<file path="config.mk">
export PLATFORM = sky130hd
export DESIGN_NAME = outport_sel_scheduler
export DESIGN_NICKNAME = d
export VERILOG_FILES = /design/src/rtl/outport_sched_pkg.sv /design/src/rtl/port_rr_picker.sv /design/src/rtl/outport_sel_scheduler.sv
export SDC_FILE = /design/constraint.sdc
export NUM_CORES = 1
export LEC_CHECK = 0
export BUFFER_PORTS_ARGS = -buffer_cell sky130_fd_sc_hd__clkbuf_2
export CORE_ASPECT_RATIO = 1.25
export CORE_MARGIN = 10
export CORE_UTILIZATION = 38
export CTS_CLUSTER_DIAMETER = 60
export CTS_CLUSTER_SIZE = 40
export DETAILED_ROUTE_END_ITERATION = 7
export GPL_TIMING_DRIVEN = 0
export PLACE_DENSITY = 0.86
export SLEW_MARGIN = 30
export SYNTH_ARGS = -nofsm -noshare
export SYNTH_HDL_FRONTEND = slang
export SYNTH_SLANG_ARGS = --single-unit
</file>
<file path="constraint.sdc">
create_clock -name clk -period 2 [get_ports clk]
set_input_delay 0.2 -clock clk [delete_from_list [all_inputs] [get_ports clk]]
set_output_delay 0.2 -clock clk [all_outputs]
set_load 0.01 [all_outputs]
</file>
<file path="src/rtl/outport_sched_pkg.sv">
// Shared definitions for the output-port scheduler: mode and state
// encodings plus the index-width helper.
package outport_sched_pkg;

    typedef enum logic [1:0] {
        MODE_FIXED       = 2'd0,
        MODE_RR          = 2'd1,
        MODE_FIRST_READY = 2'd2
    } mode_e;

    typedef enum logic {
        ST_SELECT = 1'b0,
        ST_LOCKED = 1'b1
    } state_e;

    // Ceiling log2, never less than 1 so a port index always has a bit.
    function automatic int unsigned log2(input int unsigned n);
        int unsigned r;
        int unsigned v;
        r = 0;
        v = 1;
        while (v < n) begin
            v = v * 2;
            r = r + 1;
        end
        return (r == 0) ? 1 : r;
    endfunction

endpackage

</file>
<file path="src/rtl/port_rr_picker.sv">
// Combinational circular search: returns the first eligible port at or
// after 'start', wrapping from NUM_PORTS-1 back to 0.
module port_rr_picker #(
    parameter int unsigned NUM_PORTS = 4,
    parameter int unsigned IDX_WIDTH = 2
) (
    input  logic [NUM_PORTS-1:0] eligible,
    input  logic [IDX_WIDTH-1:0] start,
    output logic                 found,
    output logic [IDX_WIDTH-1:0] index
);

    logic [IDX_WIDTH-1:0] idx;

    // Walk the ports in circular order and keep the first eligible one
    always_comb begin
        found = 1'b0;
        index = '0;
        idx   = '0;
        for (int unsigned i = 0; i < NUM_PORTS; i++) begin
            idx = IDX_WIDTH'((32'(start) + i) % NUM_PORTS);
            if (!found && eligible[idx]) begin
                found = 1'b1;
                index = idx;
            end
        end
    end

endmodule

</file>
<file path="src/rtl/outport_sel_scheduler.sv">
// Per-packet output-port scheduler for the 4-port output aggregator.
// Chooses a port (fixed / round-robin / first-ready), locks it for the
// packet and releases it on eop.
// Optional feature macro: OUTPORT_SCHED_STATS_EN enables the per-port
// packet counters and cnt_clr; otherwise pkt_cnt reads zero.
module outport_sel_scheduler
    import outport_sched_pkg::*;
#(
    parameter int unsigned NUM_PORTS       = 4,
    parameter int unsigned NUM_PORTS_WIDTH = log2(NUM_PORTS),
    parameter int unsigned CNT_WIDTH       = 32
) (
    input  logic                           clk,
    input  logic                           reset,
    input  logic                           pkt_start,
    input  logic                           eop,
    input  logic [NUM_PORTS-1:0]           out_rdy,
    input  logic [NUM_PORTS-1:0]           port_en,
    input  logic [1:0]                     mode,
    input  logic [NUM_PORTS_WIDTH-1:0]     fixed_port,
    input  logic                           cnt_clr,
    output logic [NUM_PORTS_WIDTH-1:0]     outport_sel,
    output logic                           sel_valid,
    output logic                           busy,
    output logic [NUM_PORTS*CNT_WIDTH-1:0] pkt_cnt
);

    state_e                     state;
    state_e                     state_next;
    logic [NUM_PORTS_WIDTH-1:0] rr_ptr;
    logic [NUM_PORTS_WIDTH-1:0] rr_start;
    logic [NUM_PORTS_WIDTH-1:0] pick_start;
    logic [NUM_PORTS_WIDTH-1:0] pick_idx;
    logic                       pick_found;
    logic [NUM_PORTS_WIDTH-1:0] cand_idx;
    logic                       cand_found;
    logic [NUM_PORTS-1:0]       eligible;
    logic [NUM_PORTS_WIDTH-1:0] sel_next;
    logic                       valid_next;
    logic                       pkt_done;

    assign eligible = port_en & out_rdy;
    assign pkt_done = (state == ST_LOCKED) && eop;

    // Round-robin search begins one past the last served port
    always_comb begin
        if (rr_ptr == NUM_PORTS_WIDTH'(NUM_PORTS - 1))
            rr_start = '0;
        else
            rr_start = rr_ptr + 1'b1;
        pick_start = (mode == MODE_RR) ? rr_start : '0;
    end

    port_rr_picker #(
        .NUM_PORTS (NUM_PORTS),
        .IDX_WIDTH (NUM_PORTS_WIDTH)
    ) u_picker (
        .eligible (eligible),
        .start    (pick_start),
        .found    (pick_found),
        .index    (pick_idx)
    );

    // Candidate per mode; the unused encoding behaves as FIXED
    always_comb begin
        case (mode)
            MODE_RR, MODE_FIRST_READY: begin
                cand_found = pick_found;
                cand_idx   = pick_idx;
            end
            default: begin
                cand_found = port_en[fixed_port];
                cand_idx   = fixed_port;
            end
        endcase
    end

    // State register
    always_ff @(posedge clk) begin
        if (reset)
            state <= ST_SELECT;
        else
            state <= state_next;
    end

    // Next-state: lock only on an accepted start, unlock on eop
    always_comb begin
        state_next = state;
        case (state)
            ST_SELECT: if (pkt_start && sel_valid) state_next = ST_LOCKED;
            ST_LOCKED: if (eop)                    state_next = ST_SELECT;
            default:                               state_next = ST_SELECT;
        endcase
    end

    // Output next values; sel_valid drops on eop so the stale port is never
    // offered for a back-to-back start before a fresh candidate is registered
    always_comb begin
        sel_next   = outport_sel;
        valid_next = sel_valid;
        busy       = (state == ST_LOCKED);
        case (state)
            ST_SELECT: begin
                if (pkt_start && sel_valid) begin
                    sel_next   = outport_sel;
                    valid_next = 1'b1;
                end else if (cand_found) begin
                    sel_next   = cand_idx;
                    valid_next = 1'b1;
                end else begin
                    valid_next = 1'b0;
                end
            end
            ST_LOCKED: valid_next = !eop;
            default:   valid_next = 1'b0;
        endcase
    end

    // Selection and round-robin pointer registers
    always_ff @(posedge clk) begin
        if (reset) begin
            outport_sel <= '0;
            sel_valid   <= 1'b0;
            rr_ptr      <= '0;
        end else begin
            outport_sel <= sel_next;
            sel_valid   <= valid_next;
            if (pkt_done)
                rr_ptr <= outport_sel;
        end
    end

`ifdef OUTPORT_SCHED_STATS_EN
    logic [CNT_WIDTH-1:0] cnt_q [NUM_PORTS];

    // Per-port packet counters; clear wins over a same-cycle increment
    always_ff @(posedge clk) begin
        if (reset || cnt_clr) begin
            for (int unsigned i = 0; i < NUM_PORTS; i++)
                cnt_q[i] <= '0;
        end else if (pkt_done) begin
            cnt_q[outport_sel] <= cnt_q[outport_sel] + CNT_WIDTH'(1);
        end
    end

    // Flatten counters, port 0 in the LSBs
    always_comb begin
        pkt_cnt = '0;
        for (int unsigned i = 0; i < NUM_PORTS; i++)
            pkt_cnt[i*CNT_WIDTH +: CNT_WIDTH] = cnt_q[i];
    end
`else
    logic unused_cnt_clr;
    assign unused_cnt_clr = cnt_clr;
    assign pkt_cnt        = '0;
`endif

endmodule

</file>
* Word-level counts from Yosys, hierarchy flattened
Index checks and enable logic that the tools add are counted.
** Word-level totals
- Register bits :: 6
- Input bits :: 17
- Word-level logic and storage cells :: 58
- Output and inout bits :: 132
** Cells by class
- Order comparisons :: 5
- Muxes and demuxes :: 28
- Bitwise logic cells :: 3
- Reduce and logical (&&, ||, !) cells :: 11
- $add $sub $neg :: 4
- Eq/ne operators :: 3
** Operator list (number)
- $lt 2x3->1 const B :: 5
- $mux 1 :: 14
- $mux 2 :: 7
- $bmux 1 s2 :: 5
- $logic_and 1x1->1 :: 5
- $add 2x1->2 const B :: 2
- $add 2x2->2 const B :: 2
- $and 4x4->4 :: 1
- $eq 2x2->1 const B :: 2
- $logic_not 1->1 :: 4
- $pmux 1 s2 :: 2
- $reduce_and 3->1 :: 1
- $eq 2x1->1 const B :: 1
- $not 1->1 :: 2
- $reduce_or 2->1 :: 1

* Depth between registers and ports, before layout
- Depth in word-level cells :: 19
- Depth in mapped cells :: 7
- Gate-level depth less buffers :: 7

* Modules after synthesis
From an unflattened synthesis, not the netlist that was laid out.
** Second synthesis, totals
- Cell total of the unflattened synthesis :: 185
- Area, all modules :: 1402.6 um^2
** By module, submodules not included
- outport_sel_scheduler :: times used 1, sequential area each 120.1 um^2, area each 1325.0 um^2, cells each 170
- port_rr_picker :: times used 1, sequential area each 0.0 um^2, area each 77.6 um^2, cells each 15

* Worst setup path before layout
OpenSTA, ideal clock, no wires.
- Path type :: reg-to-reg
- Start :: register rr_ptr[0]
- End :: register outport_sel[0]
- Data arrival time :: 1.805 ns
- Library setup time :: 0.088 ns
- Buffers on the path :: 0
- Slack :: 0.107 ns
- Stages on the path, launching flop included :: 7
- Required time :: 1.912 ns
- Path through :: dfxtp_1 > ha_1 > o21bai_1 > a2111o_1 > o211a_1 > and3_4 > o32ai_2
** On the way
- Cells in the longest elaborated chain, start to end :: 17
- Elaborated cells between the ends (all ways) :: 32
- Those cells by class :: add/sub: 4; eq/ne: 1; mux: 20; reduce/logical: 7
** RTL lines
- from (decl) :: line outport_sel_scheduler.sv:30 : logic [NUM_PORTS_WIDTH-1:0] rr_ptr;
- from (signal assigned) :: line outport_sel_scheduler.sv:129 : rr_ptr <= outport_sel;
- $add 2x1->2 or $eq 2x2->1 (tied branches) :: line outport_sel_scheduler.sv:50, outport_sel_scheduler.sv:47
- $mux 2 * :: line outport_sel_scheduler.sv:47 : if (rr_ptr == NUM_PORTS_WIDTH'(NUM_PORTS - 1))
- $mux 2 * :: line outport_sel_scheduler.sv:51 : pick_start = (mode == MODE_RR) ? rr_start : '0;
- branches (longest 14 deep; another with $add 2x1->2)
- to (signal assigned) :: line outport_sel_scheduler.sv:126 : outport_sel <= sel_next;
- to (decl) :: line outport_sel_scheduler.sv:22 : output logic [NUM_PORTS_WIDTH-1:0] outport_sel,
Every way passes the cells marked *. The select of a mux whose other input is x is not followed.
A chain may end at the register's enable or synchronous reset.

* Final worst setup path
Same ends and word-level chain as after synthesis.

==> results.cfg <==
[run_status]
status = completed

[setup_path]
cp_top_family = compound AO/OA/AOI/OAI gates
crit_slowest_cell = a2111o_1
end_kind = register
path_max_fanout = 9
crit_type = register to register
critPathRequiredTime_ns = 2.14
r2r_cells = 6
cp.arrival_ns = 1.98
r2r-end = outport_sel[0]
crit_path_cell_trace = ha_4 -> o21bai_1 -> a2111o_1 -> o211a_1 -> and3_4 -> o32ai_2
slowest_delay_ns = 0.41
rrSetupSlack_ns = 0.15
critPathLaunchType = register
r2r-start = rr_ptr[0]
timing.critical_path.buf_inv = 0

[clock_network]
worstSkewPairLatency_ns = 0.22
hold_buffers = 0
cts_root_buffer = clkbuf_8
clk_path_buf_depth = 2
cts_buffers = 3
post_cts_buffers = 0
clkSinkCount = 6
cts.htree.levels = 1
cts_tree = yes
clk_pin_slew_ns = 0.04

[yosys]
synth_top_cell_by_area = buf_4
ys_seq_area_share_pct = 7.52
synth_area_leaders = buf_4 60%, dfxtp_1 7.5%, nand2_1 3.1%
netlist_instances = 211
synth_seq_cells = 6
yosysWarnings = 0
ys_async_sr_fraction_pct = 0
synth_top_flop_cell = dfxtp_1
synth_most_common_cell = buf_4
yosys.area.top_type_share_pct = 60.1
synth_cell_types = 39
avgSynthCellArea_sq_um = 7.57
synth-edff-count = 0
synth_commonest_cells = 128 x buf_4, 13 x nand2_1, 9 x nor2_1
syn_area_sq_mm = 0.00160

[route]
wl_mm = 4.44
first_iter_violations = 114
num_vias = 1437
wl_per_cell_um = 10.7
vias_per_cell = 3.45
drtPass1Iterations = 4
drc = 0
antenna_left = 0

[pwr]
pwr-share-clk_pct = 23.6
power_w = 0.000773
combPwrFrac_pct = 58.6
internal-power_w = 0.000482
vdd_drop_max_mv = 0.237
pwr-share-seq_pct = 17.8
p_sw_w = 0.000291
powerDensity_mw_per_mm2 = 336
power_leakage_nw = 1.44
swShare_pct = 37.6

[grt]
grt_max_degree = 10
grt_overflow_total = 0
antenna_found_initial = 0
grt_pass1_wl_mm = 6.80
grt_pass1_vias = 1380
track_usage_pct = 11.4

[hold_path]
hold_depth = 2
hp-class = primary input to register
hold_end = rr_ptr[0]
hold_path_startpoint = reset

[timing]
skew_ns = 0.00334
rsz0062_at_grt = false
finalCriticalPeriod_ns = 1.85
setup_tns_ns = 0
fmax_ghz = 0.542
slew_violations = 0
fin_ws_ns = 0.155
finalCritPeriodShare_pct = 92.3
hold_viol = 0
setup_viol = 0

[final_layout]
num-fill-cells = 388
final_core_util_pct = 56.5
area_growth_pct = 43.8
n_antenna_cell = 0
final_cells = 416
fin_nets = 381
drive_above_1_share_pct = 44.2

[floorplanning]
io_pins = 149
floorplan.initialDensity_pct = 39.3
core_area_sq_mm = 0.00407
num_rows = 26
die_w_um = 78.0
die_area_sq_mm = 0.00721
die_y_um = 92.5

[placed_design]
dp.cells = 413
dp.final_hpwl_mm = 4.12
dp_slack_ns = -0.0639
port_buffers = 19
place_congestion = 0.877

[run]
maxCapViolations = 0
==> kinds of logic after synthesis <==
| family | synth area share, % |
|---|---|
| AO/OA/AOI/OAI | 12.9 |
| buffers and inverters | 60.8 |
| multiplexers | 3.99 |
| flip-flops | 7.52 |
| AND/OR/NAND/NOR | 12.9 |
| adder cells (fa/ha/maj) | 1.57 |
| other | 0.235 |
==> power by group through the flow <==
stage	registers, W	clock network, W	logic, W
detailed placement	0.000140	0	0.000425
finish	0.000138	0.000182	0.000453
CTS	0.000139	0.000191	0.000427
global route	0.000140	0.000190	0.000502
floorplan	0.000143	0	0.000371
global placement	0.000140	0	0.000425
==> placed cells by master (no fill, tap or decap), drive strengths merged, types with 2 or more instances in the layout <==
cell type,n
buf,128
conb,128
clkbuf,22
nand2,13
nor2,9
a21oi,6
dfxtp,6
nand3,4
inv,3
mux2i,3
nand4,3
a31oi,3
o21ai,3
o21bai,2
o211ai,2
and2,2
nor3b,2
and3,2
ha,2
==> through the flow <==
stage | hold slack (ns) | cell area (sq um)
2_1_floorplan | 0.269 | 2070
3_3_place_gp | 0.449 | 2240
3_5_place_dp | 0.446 | 2240
4_1_cts | 0.206 | 2280
5_1_grt | 0.227 | 2300
6_report | 0.203 | 2300
==> worst max path at each step <==
stage                         start        endpoint  slack (ns)  cells past startpoint
after CTS                 rr_ptr[0]  outport_sel[0]        0.04                      6
after floorplan           rr_ptr[0]  outport_sel[0]        0.11                      6
after global placement    rr_ptr[0]  outport_sel[0]       -0.05                      6
after detailed placement  rr_ptr[0]  outport_sel[0]       -0.06                      6
final                     rr_ptr[0]  outport_sel[0]        0.15                      6
after global routing      rr_ptr[0]  outport_sel[0]        0.09                      6
==> repair_timing <==
action / in CTS / in global routing
gates resized for setup: 2 / 2
gates cloned: 0 / 0
endpoints found under the hold margin: 0 / 0
endpoints found under the setup margin: 2 / 2
==> per-layer routing <==
metal	track usage (%)	routed length, um	part of all wire [%]	vias to the layer above
li1	-	-	-	753
met2	20.0	2140	48	102
met1	10.6	1520	34	578
met4	3.59	40	0.90	0
met5	0	0	0	-
met3	7.25	735	17	4
==> layout make-up <==
| type | count | area, sq um | area share, % |
|---|---|---|---|
| well taps | 56 | 70.1 | 3.05 |
| multi-input cells | 201 | 995 | 43.3 |
| clock buffers | 3 | 41.3 | 1.80 |
| flip-flops and latches | 6 | 124 | 5.39 |
| plain buffers | 128 | 961 | 41.8 |
| repair buffers | 19 | 95.1 | 4.14 |
| inverters | 3 | 11.3 | 0.490 |
==> state kept, by name, summed over array words and instances, names as in the netlist <==
name         cells
outport_sel      2
rr_ptr           2
busy             1
sel_valid        1
(Power assumes the default switching activity.)
